$ cat src/rtl/nf10_upb_packet_fifo_arbiter_if.sv
// ---------------------------------------------------------------------------
// nf10_upb_packet_fifo_arbiter_if
//   Bundles the FIFO read side and the AXI4-Stream output of the packet FIFO
//   arbiter.
//
//   FIFO read side (first-word-fall-through, one lane per port):
//     FIFO_EMPTY [NUM_PORTS]                 head word absent when 1
//     FIFO_EOP   [NUM_PORTS]                 head word ends its packet
//     FIFO_DO    [NUM_PORTS*DATA_WIDTH]      head data, port i at [i*DATA_WIDTH +: DATA_WIDTH]
//     FIFO_MO    [NUM_PORTS*METADATA_WIDTH]  head-packet metadata, same packing
//     FIFO_RDEN  [NUM_PORTS]                 pop strobe, at most one bit set
//   Stream side:
//     M_TDATA / M_TUSER / M_TLAST / M_TVALID / M_TREADY
//
//   Handshake: a beat transfers on a rising CLK edge where M_TVALID and
//   M_TREADY are both 1. Once M_TVALID is 1 it stays 1, with M_TDATA, M_TUSER
//   and M_TLAST unchanged, until that transfer happens. A FIFO pops on a
//   rising edge where its FIFO_RDEN bit is 1; RDEN is never raised for an
//   empty FIFO.
//
//   master: the arbiter's view.  slave: the FIFOs + downstream view.
// ---------------------------------------------------------------------------
interface nf10_upb_packet_fifo_arbiter_if #(
  parameter int NUM_PORTS      = 4,
  parameter int DATA_WIDTH     = 256,
  parameter int METADATA_WIDTH = 16
);
  logic [NUM_PORTS-1:0]                FIFO_EMPTY;
  logic [NUM_PORTS-1:0]                FIFO_EOP;
  logic [NUM_PORTS*DATA_WIDTH-1:0]     FIFO_DO;
  logic [NUM_PORTS*METADATA_WIDTH-1:0] FIFO_MO;
  logic [NUM_PORTS-1:0]                FIFO_RDEN;
  logic [DATA_WIDTH-1:0]               M_TDATA;
  logic [METADATA_WIDTH-1:0]           M_TUSER;
  logic                                M_TLAST;
  logic                                M_TVALID;
  logic                                M_TREADY;

  modport master (
    input  FIFO_EMPTY, FIFO_EOP, FIFO_DO, FIFO_MO, M_TREADY,
    output FIFO_RDEN, M_TDATA, M_TUSER, M_TLAST, M_TVALID
  );

  modport slave (
    output FIFO_EMPTY, FIFO_EOP, FIFO_DO, FIFO_MO, M_TREADY,
    input  FIFO_RDEN, M_TDATA, M_TUSER, M_TLAST, M_TVALID
  );
endinterface

$ cat src/rtl/nf10_upb_packet_fifo_arbiter.sv
// ---------------------------------------------------------------------------
// nf10_upb_packet_fifo_arbiter
//   Packet-granular round-robin scheduler. Drains NUM_PORTS FWFT packet FIFOs
//   into one AXI4-Stream master, one whole packet at a time, through a
//   registered output stage.
//
//   Ports:
//     CLK        clock
//     RST        synchronous, active-high reset
//     bus        nf10_upb_packet_fifo_arbiter_if.master (FIFO read side + stream)
//     GRANT      one-hot port being drained, 0 while idle
//     BUSY       a packet is being drained or a beat is still held
//     DBG_STATE  0 = IDLE, 1 = XFER
// ---------------------------------------------------------------------------
module nf10_upb_packet_fifo_arbiter #(
  parameter int NUM_PORTS      = 4,
  parameter int DATA_WIDTH     = 256,
  parameter int METADATA_WIDTH = 16
) (
  input  logic                  CLK,
  input  logic                  RST,
  nf10_upb_packet_fifo_arbiter_if.master bus,
  output logic [NUM_PORTS-1:0]  GRANT,
  output logic                  BUSY,
  output logic                  DBG_STATE
);

  localparam int SW = $clog2(NUM_PORTS);
  localparam logic [SW:0]   NP_W     = (SW+1)'(NUM_PORTS);
  localparam logic [SW-1:0] LAST_IDX = SW'(NUM_PORTS - 1);

  typedef enum logic {S_IDLE = 1'b0, S_XFER = 1'b1} state_t;

  state_t        state;
  logic [SW-1:0] sel;
  logic [SW-1:0] rr_ptr;

  // Round-robin scan: candidate k is (rr_ptr + k) mod NUM_PORTS. Walking k
  // downwards and overwriting leaves the lowest k (nearest rr_ptr) as winner.
  logic          scan_found;
  logic [SW-1:0] scan_idx;
  logic [SW:0]   cand;

  always_comb begin
    scan_found = 1'b0;
    scan_idx   = '0;
    cand       = '0;
    for (int k = NUM_PORTS - 1; k >= 0; k--) begin
      cand = {1'b0, rr_ptr} + (SW+1)'(k);
      if (cand >= NP_W) cand = cand - NP_W;
      if (!bus.FIFO_EMPTY[cand[SW-1:0]]) begin
        scan_found = 1'b1;
        scan_idx   = cand[SW-1:0];
      end
    end
  end

  // Head word of the selected FIFO.
  logic                      head_empty;
  logic                      head_eop;
  logic [DATA_WIDTH-1:0]     head_do;
  logic [METADATA_WIDTH-1:0] head_mo;

  always_comb begin
    head_empty = 1'b1;
    head_eop   = 1'b0;
    head_do    = '0;
    head_mo    = '0;
    for (int i = 0; i < NUM_PORTS; i++) begin
      if (sel == SW'(i)) begin
        head_empty = bus.FIFO_EMPTY[i];
        head_eop   = bus.FIFO_EOP[i];
        head_do    = bus.FIFO_DO[i*DATA_WIDTH +: DATA_WIDTH];
        head_mo    = bus.FIFO_MO[i*METADATA_WIDTH +: METADATA_WIDTH];
      end
    end
  end

  // Pop whenever the output register is free or being emptied this cycle.
  // RST gates the strobe so nothing is consumed while the block is held.
  logic pop;
  assign pop = (state == S_XFER) && !head_empty &&
               (!bus.M_TVALID || bus.M_TREADY) && !RST;

  always_comb begin
    bus.FIFO_RDEN      = '0;
    bus.FIFO_RDEN[sel] = pop;
  end

  always_comb begin
    GRANT = '0;
    if (state == S_XFER) GRANT[sel] = 1'b1;
  end

  assign BUSY      = (state == S_XFER) || bus.M_TVALID;
  assign DBG_STATE = (state == S_XFER);

  always_ff @(posedge CLK) begin
    if (RST) begin
      state        <= S_IDLE;
      sel          <= '0;
      rr_ptr       <= '0;
      bus.M_TVALID <= 1'b0;
      bus.M_TLAST  <= 1'b0;
      bus.M_TDATA  <= '0;
      bus.M_TUSER  <= '0;
    end else begin
      case (state)
        S_IDLE: begin
          if (scan_found) begin
            sel   <= scan_idx;
            state <= S_XFER;
          end
        end
        S_XFER: begin
          // An empty FIFO mid-packet just stalls; the port is never switched.
          if (pop && head_eop) begin
            state  <= S_IDLE;
            rr_ptr <= (sel == LAST_IDX) ? '0 : sel + 1'b1;
          end
        end
        default: state <= S_IDLE;
      endcase

      if (pop) begin
        bus.M_TDATA  <= head_do;
        bus.M_TUSER  <= head_mo;
        bus.M_TLAST  <= head_eop;
        bus.M_TVALID <= 1'b1;
      end else if (bus.M_TVALID && bus.M_TREADY) begin
        bus.M_TVALID <= 1'b0;
      end
    end
  end

  always_ff @(posedge CLK) begin
    if (!RST) begin
      assert ($onehot0(bus.FIFO_RDEN));
      assert ((bus.FIFO_RDEN & bus.FIFO_EMPTY) == '0);
    end
  end

  assert property (@(posedge CLK) disable iff (RST)
    (bus.M_TVALID && !bus.M_TREADY) |=> bus.M_TVALID);

endmodule

$ cat src/flat_wrapper.sv
// flat-port wrapper written by rule: the top's interface ports become plain ports
module nf10_upb_packet_fifo_arbiter_flat 
#(
  parameter int NUM_PORTS      = 4,
  parameter int DATA_WIDTH     = 256,
  parameter int METADATA_WIDTH = 16
)
  (CLK, RST, GRANT, BUSY, DBG_STATE, bus_FIFO_EMPTY, bus_FIFO_EOP, bus_FIFO_DO, bus_FIFO_MO, bus_M_TREADY, bus_FIFO_RDEN, bus_M_TDATA, bus_M_TUSER, bus_M_TLAST, bus_M_TVALID);
  nf10_upb_packet_fifo_arbiter_if #(.NUM_PORTS(NUM_PORTS), .DATA_WIDTH(DATA_WIDTH), .METADATA_WIDTH(METADATA_WIDTH)) bus_i ();
  input  logic CLK;
  input  logic RST;
  output logic [NUM_PORTS-1:0] GRANT;
  output logic BUSY;
  output logic DBG_STATE;
  input wire logic [$bits(bus_i.FIFO_EMPTY)-1:0] bus_FIFO_EMPTY;
  input wire logic [$bits(bus_i.FIFO_EOP)-1:0] bus_FIFO_EOP;
  input wire logic [$bits(bus_i.FIFO_DO)-1:0] bus_FIFO_DO;
  input wire logic [$bits(bus_i.FIFO_MO)-1:0] bus_FIFO_MO;
  input wire logic [$bits(bus_i.M_TREADY)-1:0] bus_M_TREADY;
  output wire logic [$bits(bus_i.FIFO_RDEN)-1:0] bus_FIFO_RDEN;
  output wire logic [$bits(bus_i.M_TDATA)-1:0] bus_M_TDATA;
  output wire logic [$bits(bus_i.M_TUSER)-1:0] bus_M_TUSER;
  output wire logic [$bits(bus_i.M_TLAST)-1:0] bus_M_TLAST;
  output wire logic [$bits(bus_i.M_TVALID)-1:0] bus_M_TVALID;
  assign bus_i.FIFO_EMPTY = bus_FIFO_EMPTY;
  assign bus_i.FIFO_EOP = bus_FIFO_EOP;
  assign bus_i.FIFO_DO = bus_FIFO_DO;
  assign bus_i.FIFO_MO = bus_FIFO_MO;
  assign bus_i.M_TREADY = bus_M_TREADY;
  assign bus_FIFO_RDEN = bus_i.FIFO_RDEN;
  assign bus_M_TDATA = bus_i.M_TDATA;
  assign bus_M_TUSER = bus_i.M_TUSER;
  assign bus_M_TLAST = bus_i.M_TLAST;
  assign bus_M_TVALID = bus_i.M_TVALID;
  nf10_upb_packet_fifo_arbiter #(.NUM_PORTS(NUM_PORTS), .DATA_WIDTH(DATA_WIDTH), .METADATA_WIDTH(METADATA_WIDTH)) u_core (.CLK(CLK), .RST(RST), .bus(bus_i), .GRANT(GRANT), .BUSY(BUSY), .DBG_STATE(DBG_STATE));
endmodule
$ cat config.mk
export PLATFORM = sky130hd
export DESIGN_NAME = nf10_upb_packet_fifo_arbiter_flat
export DESIGN_NICKNAME = d
export VERILOG_FILES = /design/src/rtl/nf10_upb_packet_fifo_arbiter_if.sv /design/src/rtl/nf10_upb_packet_fifo_arbiter.sv /design/src/flat_wrapper.sv
export SDC_FILE = /design/constraint.sdc
export NUM_CORES = 1
export LEC_CHECK = 0
export CAP_MARGIN = 25
export CORE_AREA = 8 8 525 527
export CTS_CLUSTER_DIAMETER = 150
export DETAILED_ROUTE_END_ITERATION = 16
export DIE_AREA = 0 0 533 535
export PLACE_DENSITY = 0.3
export SYNTH_ARGS = -nofsm -noshare
export SYNTH_HDL_FRONTEND = slang
export SYNTH_SLANG_ARGS = --single-unit
$ cat constraint.sdc
create_clock -name CLK -period 2.63 [get_ports CLK]
set_input_delay 0.526 -clock CLK [delete_from_list [all_inputs] [get_ports CLK]]
set_output_delay 0.526 -clock CLK [all_outputs]
set_load 0.05 [all_outputs]
======== After elaboration in Yosys (flattened, before gate mapping) ========
Index checks and enable logic that the tools add are counted.
operators by class
  $add $sub $neg .......................... 8
  reduce and logical (&&, ||, !) cells .... 15
  mux-type cells .......................... 45
  $lt $le $gt $ge ......................... 10
  bitwise gates (word level) .............. 2
  eq/ne operators ......................... 3
operator list
  kind                                                                   count
  256-bit 2-to-1 mux                                                     4
  16-bit 2-to-1 mux                                                      4
  1-bit 2-to-1 mux                                                       21
  2-bit 2-to-1 mux                                                       9
  2-bit by 3-bit < comparator with 1-bit output, second input constant   5
  3-bit >= comparator, second input constant                             3
  1-bit binary-select mux with 2-bit select                              4
  2-bit by 1-bit subtractor with 2-bit output, second input constant     4
  2-bit by 2-bit adder with 3-bit output, second input constant          2
  1-bit logical AND                                                      6
  4-bit AND                                                              1
  2-bit equality test, second input constant                             2
  4-bit 2-to-1 mux                                                       1
  2-bit AND reduction                                                    2
  2-bit by 1-bit adder with 3-bit output, second input constant          1
  2-bit by 3-bit >= comparator with 1-bit output, second input constant  1
  1-bit zero test                                                        3
  2-bit by 1-bit adder with 2-bit output, second input constant          1
  1-bit demux with 2-bit select                                          1
  2-bit by 1-bit equality test with 1-bit output, second input constant  1
  2-bit by 1-bit >= comparator with 1-bit output, second input constant  1
  2-bit zero test                                                        1
  1-bit logical OR                                                       2
  1-bit one-hot mux with 2 select lines                                  1
  other kinds (2)                                                        2
storage, ports and cells
  output and inout bits ................... 284
  input port bits ......................... 1099
  register bits ........................... 279
  word-level logic and storage cells ...... 90

======== Longest topological paths before layout ========
Gate-level depths: netlist of the first run.
  word-level depth ........................ 12
  gate-level depth with buffers ........... 11
  mapped depth without buffers ............ 7

======== Worst setup path before layout of the first run ========
Ideal clock, no wire load.
  kind .................................... reg-to-output
  start point ............................. register u_core.sel[0]
  end point ............................... output port bus_FIFO_RDEN[0]
  cell stages (with the launch flop) ...... 11
  arrival ................................. 2.099 ns
  setup slack ............................. 0.005 ns
  buffers on the path ..................... 4
  data required time ...................... 2.104 ns
  cells stage by stage .................... dfxtp_1 > inv_1 > ha_1 > clkbuf_1 > nor3b_2 > o31a_1 > o21a_1 > buf_2 > buf_4 > buf_2 > and2_1
on the way
  cells in the longest elaborated chain, start to end .. 10
  elaborated cells on any way between the ends .. 18
  those cells by class .................... order compare: 2; eq/ne: 3; mux: 6; bitwise: 1; reduce/logical: 6
ends and longest elaborated chain
  element                          RTL line                             RTL
  start, declared                  nf10_upb_packet_fifo_arbiter.sv:35   logic [SW-1:0] sel;
  start signal, assigned           nf10_upb_packet_fifo_arbiter.sv:111  sel <= scan_idx;
  2-bit zero test                  nf10_upb_packet_fifo_arbiter.sv:70   if (sel == SW'(i)) begin
  1-bit 2-to-1 mux (4 in series)   nf10_upb_packet_fifo_arbiter.sv:70
  1-bit zero test                  nf10_upb_packet_fifo_arbiter.sv:82   assign pop = (state == S_XFER) && !head_empty &&
  1-bit logical AND (2 in series)  nf10_upb_packet_fifo_arbiter.sv:82
  1-bit logical AND                nf10_upb_packet_fifo_arbiter.sv:83   (!bus.M_TVALID || bus.M_TREADY) && !RST;
  4-bit AND (no source line) (*)   --
  end, declared                    flat_wrapper.sv:20                   output wire logic [$bits(bus_i.FIFO_RDEN)-1:0] bus_FIFO_RDEN;
Mark *: on every way between the ends. The rest lies on a longest branch, timed or not.

======== Worst setup path after layout of the first run ========
  start point ............................. register u_core.sel[0]
  end point ............................... output port bus_FIFO_RDEN[2]
Same word-level chain as after synthesis.

==> results.tsv, run 1 <==
metric	value	unit
fp.dieArea	0.285	mm^2
syn_nets	4197	
finalCoreUtilization	0.149	
critical_path.endpoint_type	output port	
coreArea	0.267	mm^2
synth_compound_area_frac	0.404	
synth_xor_area_frac	0	
setup_viol	3	
violations	negative setup slack	
max_freq	0.350	GHz
start_kind	flip-flop	
synth_top_family_by_area	compound AO/OA/AOI/OAI gates	
io_pins	1383	
worst_slew_margin_rel	0.436	
worstSetupPathType	flip-flop to output port	
dieWidth	533	um
gp_congestion	0.812	
rows	190	
worst-r2r-cell-count	9	
worstPathRequired	2.10	ns
grt_pass1_wl	257000	um
antenna_found_initial	90	
skew	0.0270	ns
grt_util_met2	0.230	
hold_violations	0	
placed_cell_area	0.0377	mm^2
hold_class	input pin to flip-flop	
cts_tree	built	
syn_inst	3094	
use_met3	0.0608	
muxShareOfSynthArea	0	
use_met1	0.146	
nNetsFinal	5542	
cts_htree_levels	2	
synth-seq-cells	279	
routedWlPerCell	24.8	um
fin_crit_sh	1.09	
avgSynthCellArea	6.09	um^2
syn_area	0.0188	mm^2
dp_slack	-0.170	ns
worst_pin_slew	0.846	ns
fin_crit	2.86	ns
clock-sinks	279	
p_leak	14.6	nW
area_delta_synth_final	110	%
wl	199000	um
portBuffers	1382	
dp_hpwl	166000	um
dr.pass1.iters	6	
synth_cell_types	36	
n_fill_cell	30800	
worstHoldPathCells	3	
numCtsBuffers	42	
ir_worst_vdd	384	uV
synth_adder_area_share	0.00266	
postLayoutCellArea	0.0397	mm^2
grt_pass1_vias	27400	
tns	-0.643	ns
slew_viol_final	0	
worstSkewPairLatency	0.62	ns
final_layout_size_suffix_gt1_frac	0.0833	
cts_root_buf	clkbuf_16	
drc	0	
grt_max_degree	148	
clk_pin_slew	0.06	ns
ys_seq_area_frac	0.296	
yosys.area_share.simple	0.172	
gr-total-overflow	0	
ys_warn_count	0	
die_h	535	um
fin_ws	-0.227	ns
maxCapViolCount	0	
vias	27200	
arrival	2.33	ns
crit_path_max_fanout	6	
cts_buffer_depth	3	
rsz0062_at_grt	true	
drt-initial-drc-count	1223	
track_usage	0.130	
outcome	complete, but fails checks	
start_util	0.0706	
ant_nets	0	
via_per_inst	3.38	
p_per_area	458	mW/mm^2
busiest_layer	met2	
[per-stage QoR]
stage | hold WS [ns] | total power, W | instances
floorplan | 0.465 | 0.00786 | 3094
global placement | 0.485 | 0.0122 | 7918
detailed placement | 0.493 | 0.0122 | 7918
CTS | 0.277 | 0.0186 | 8009
global route | 0.336 | 0.0192 | 8021
finish | 0.364 | 0.0182 | 8029
[cells in the mapped netlist]
cell type / n / area (um^2)
a211oi_1: 272 / 2040
a21oi_1: 551 / 2760
a221oi_1: 1 / 8.76
a31o_2: 1 / 8.76
a31oi_1: 1 / 6.26
and2_1: 7 / 43.8
and3b_1: 1 / 8.76
and4b_1: 1 / 10.0
buf_1: 21 / 78.8
buf_2: 50 / 250
buf_4: 13 / 97.6
buf_6: 6 / 67.6
clkbuf_1: 215 / 807
clkbuf_4: 1 / 7.51
dfxtp_1: 279 / 5590
ha_1: 4 / 50.1
inv_1: 278 / 1040
nand2_1: 551 / 2070
nand2b_1: 2 / 12.5
nand3b_1: 1 / 7.51
nand4_1: 1 / 6.26
nand4b_1: 1 / 8.76
nor2_1: 276 / 1040
nor2b_1: 1 / 6.26
nor3_1: 1 / 5.00
nor3b_1: 1 / 7.51
nor3b_2: 1 / 12.5
o21a_1: 1 / 7.51
o21ai_0: 548 / 2740
o21ai_2: 1 / 8.76
o221ai_1: 1 / 8.76
o22ai_1: 1 / 6.26
o311ai_0: 1 / 8.76
o31a_1: 1 / 8.76
o31ai_1: 1 / 7.51
or2_2: 1 / 6.26
[final cells by class]
type / instances / area, um^2 / share of cell area
flip-flops and latches: 279 / 5590 / 0.141
inverters: 278 / 1050 / 0.0264
repair buffers: 1607 / 16100 / 0.407
multi-input cells: 2231 / 11000 / 0.278
clock inverters: 7 / 138 / 0.00347
clock buffers: 66 / 1260 / 0.0319
well taps: 3552 / 4440 / 0.112
diodes: 9 / 22.5 / 0.000568
[worst max-delay path, cell delays in order, from the launching register on]
cell     delay (ns)
dfxtp_2        0.34
buf_6          0.13
ha_4           0.18
nor2b_4        0.13
o31a_1         0.29
o21a_4         0.29
and2_4         0.20
buf_12         0.14
[routing by layer]
layer	vias to the layer above	wire (um)
met1	12600	77900
met2	1111	97200
met5	-	615
li1	13200	-
met3	199	20700
met4	100	2800
[sequential cells by signal, indices dropped and copies added (netlist names)]
name                 count
u_core.bus.M_TDATA     256
u_core.bus.M_TUSER      16
u_core.rr_ptr            2
u_core.sel               2
u_core.DBG_STATE         1
u_core.bus.M_TLAST       1
u_core.bus.M_TVALID      1
[worst paths after layout]
kind                                             start                                   end  slack, ns
setup / recovery            u_core.sel[0]$_SDFFE_PP0P_                      bus_FIFO_RDEN[2]      -0.23
hold / removal                                     RST  u_core.bus.M_TDATA[200]$_SDFFE_PP0N_       0.36
setup reg to reg            u_core.sel[0]$_SDFFE_PP0P_  u_core.bus.M_TDATA[218]$_SDFFE_PP0N_       0.12
hold reg to reg   u_core.bus.M_TDATA[160]$_SDFFE_PP0N_  u_core.bus.M_TDATA[160]$_SDFFE_PP0N_       0.50
[logic make-up after synthesis]
family | count (synthesis)
DFF | 279
and+or+nand+nor | 846
AOI/OAI and AO/OA | 1381
adders and majority gates | 4
buffers and inverters | 584
[report_power, final]
group	internal [W]	total, W	switching (W)
Clock	0.00366	0.00607	0.00240
Sequential	0.00456	0.00482	0.000259
Combinational	0.00312	0.00730	0.00418
Total	0.0113	0.0182	0.00684
[cells in the final DEF (no fill, tap or decap), types with 2 or more instances in the layout]
master and n:
clkbuf_8 6, clkinv_2 2, diode_2 9, nor2_1 275
nand2b_1 2, clkbuf_1 15, buf_16 6, buf_8 2
dfxtp_2 3, nand2_1 550, buf_4 232, buf_6 5
o21ai_0 547, dlygate4sd2_1 9, dfxtp_1 276, clkdlybuf4s50_1 1308
and2_4 6, a211oi_1 272, bufinv_16 4, clkbuf_16 49
bufbuf_16 4, a21oi_1 551, ha_4 4, inv_4 2
inv_1 275, buf_12 36
[what timing repair did]
| item | CTS | global route |
|---|---|---|
| endpoints found under the setup margin | 17 | 14 |
| pin swaps | 9 | 9 |
| buffers inserted | 14 | 8 |
| hold buffers | 0 | 0 |
| resized for setup | 35 | 16 |
| cloned | 4 | 4 |
Power figures use the tool's default switching activity.
==> run 2, diff against run 1 <==
- RECOVER_POWER: default -> 25
==> run 2 against run 1 <==
  * The flow still finishes with violations (negative setup slack)
  * Global-route usage unchanged
  * Non-clock buffer count unchanged
  * Sequential power about the same
  * Routed wire length about the same
  * Critical path depth unchanged
  * Largest power group unchanged
  * Highest routed layer unchanged
==> results.tsv, run 2 (synthesized netlist as in run 1, its figures left out) <==
metric	value	unit	change
n_fill_cell	30800		+0.12%
dieWidth	533	um	unchanged
vias	27200		+0.026%
grt_pass1_wl	257000	um	unchanged
outcome	complete, but fails checks		
ctsHoldBuffers	0		unchanged
nNetsFinal	5542		unchanged
rows	190		unchanged
fin_crit	2.86	ns	+0.00457 ns
worstPathRequired	2.10	ns	about the same
grt_max_degree	148		unchanged
hold_violations	0		unchanged
cts_root_buf	clkbuf_16		
cts_htree_levels	2		unchanged
dr.pass1.iters	6		unchanged
hold_slack	0.363	ns	-0.00107 ns
antenna_found_initial	89		-1.1%
fp.dieArea	0.285	mm^2	unchanged
worstSetupPathType	flip-flop to output port		
portBuffers	1382		unchanged
hold_class	input pin to flip-flop		
violations	negative setup slack		
total_power	0.0181	W	-0.33%
clock-sinks	279		unchanged
postLayoutCellArea	0.0394	mm^2	-0.55%
largest_reg_flops	256		unchanged
largest_registers	u_core.bus.M_TDATA: 256 flops, u_core.bus.M_TUSER: 16 flops		
grt_pass1_vias	27400		unchanged
path_cells	buf_6, ha_4, nor2b_4, o31a_1, o21a_4, and2_4, buf_12		
ant_nets	0		unchanged
arrival	2.34	ns	about the same
drt-initial-drc-count	1330		+8.7%
maxCapViolCount	0		unchanged
p_leak	14.4	nW	-1.3%
gp_congestion	0.812		unchanged
slowest_delay	0.34	ns	about the same
worstSkewPairLatency	0.62	ns	about the same
via_per_inst	3.38		about the same
cp.buffers_inverters	2		unchanged
drc	0		unchanged
clk_pin_slew	0.06	ns	about the same
gr-total-overflow	0		unchanged
worst_slew_margin_rel	0.278		-0.158
slew_viol_final	0		unchanged
worst_pin_slew	1.09	ns	+0.241 ns
max_freq	0.349	GHz	-0.16%
area_delta_synth_final	109	%	
io_pins	1383		unchanged
routedWlPerCell	24.8	um	about the same
numCtsBuffers	42		unchanged
track_usage	0.130		unchanged
critPathTopFamily	compound AO/OA/AOI/OAI gates		
fin_ws	-0.231	ns	-0.00457 ns
start_util	0.0706		unchanged
ir_worst_vdd	383	uV	-0.33%
coreArea	0.267	mm^2	unchanged
setup_viol	119		+116
fin_crit_sh	1.09		+0.00174
skew	0.0276	ns	+0.000569 ns
cp_slowest_cell	dfxtp_2		
cts_tree	built		
die_h	535	um	unchanged
mostFrequentLayoutCell	clkdlybuf4s50_1		
crit_path_max_fanout	6		unchanged
p_per_area	459	mW/mm^2	+0.21%
cts_buffer_depth	3		unchanged
regMostFlops	u_core.bus.M_TDATA		
start_kind	flip-flop		
dp_hpwl	166000	um	unchanged
critical_path.endpoint_type	output port		
final_layout_size_suffix_gt1_frac	0.0743		-0.00895
rsz0062_at_grt	true		
placed_cell_area	0.0377	mm^2	unchanged
wl	199000	um	about the same
tns	-6.02	ns	-5.38 ns
layout_common_cells	1305 x clkdlybuf4s50_1, 551 x a21oi_1, 550 x nand2_1		
## run 2: layout make-up
class,count,area [um^2],share of cell area
multi-input combinational,2231,11000,0.279
tap,3552,4440,0.113
antenna,7,17.5,0.000444
clock buffer,66,1260,0.0321
timing repair buffer,1607,15900,0.404
inverter,278,1050,0.0266
clock inverter,7,138,0.00349
sequential,279,5590,0.142
## run 2: per-layer routing
layer	wire [um]	vias up	track usage
li1	-	13200	-
met1	78200	12600	0.146
met2	97000	1123	0.230
met3	20500	201	0.0608
met4	2990	100	0.0187
met5	619	-	0
## run 2: timing repair
action | 4_1_cts | 5_1_grt
pin swaps | 9 | 9
setup endpoints to repair | 17 | 14
setup buffers | 14 | 8
resized for setup | 35 | 16
gates cloned | 4 | 4
## run 2: stage by stage
step | setup slack (ns) | utilization | std cells
floorplan | 0.00512 | - | 3094
global placement | -0.168 | 0.141 | 7918
detailed placement | -0.170 | 0.141 | 7918
CTS | -0.332 | 0.148 | 8009
global route | -0.326 | 0.148 | 8021
finish | -0.231 | 0.148 | 8027
## run 2: report_power, final
| group | leakage, nW | switching, W | internal (W) |
|---|---|---|---|
| clock network | 0.680 | 0.00240 | 0.00366 |
| registers | 2.28 | 0.000257 | 0.00456 |
| logic | 11.5 | 0.00418 | 0.00306 |
## run 2: worst reg2reg max path, cell delays in order (launching register included)
cell and delay, ns:
dfxtp_2 0.34, buf_6 0.13, ha_4 0.18, nor2b_4 0.13
o31a_1 0.29, buf_4 0.15, buf_4 0.13, o21ai_4 0.15
clkbuf_4 0.45, buf_4 0.39, a21oi_1 0.06, a211oi_1 0.24
## run 2: path summary, 6_finish.rpt
kind / from / endpoint / slack, ns / cells after the start
hold / removal: RST / u_core.bus.M_TDATA[200]$_SDFFE_PP0N_ / 0.36 / 3
setup reg to reg: u_core.sel[0]$_SDFFE_PP0P_ / u_core.bus.M_TDATA[35]$_SDFFE_PP0N_ / -0.11 / 11
hold reg to reg: u_core.bus.M_TDATA[205]$_SDFFE_PP0N_ / u_core.bus.M_TDATA[205]$_SDFFE_PP0N_ / 0.50 / 2
setup / recovery: u_core.sel[0]$_SDFFE_PP0P_ / bus_FIFO_RDEN[2] / -0.23 / 7
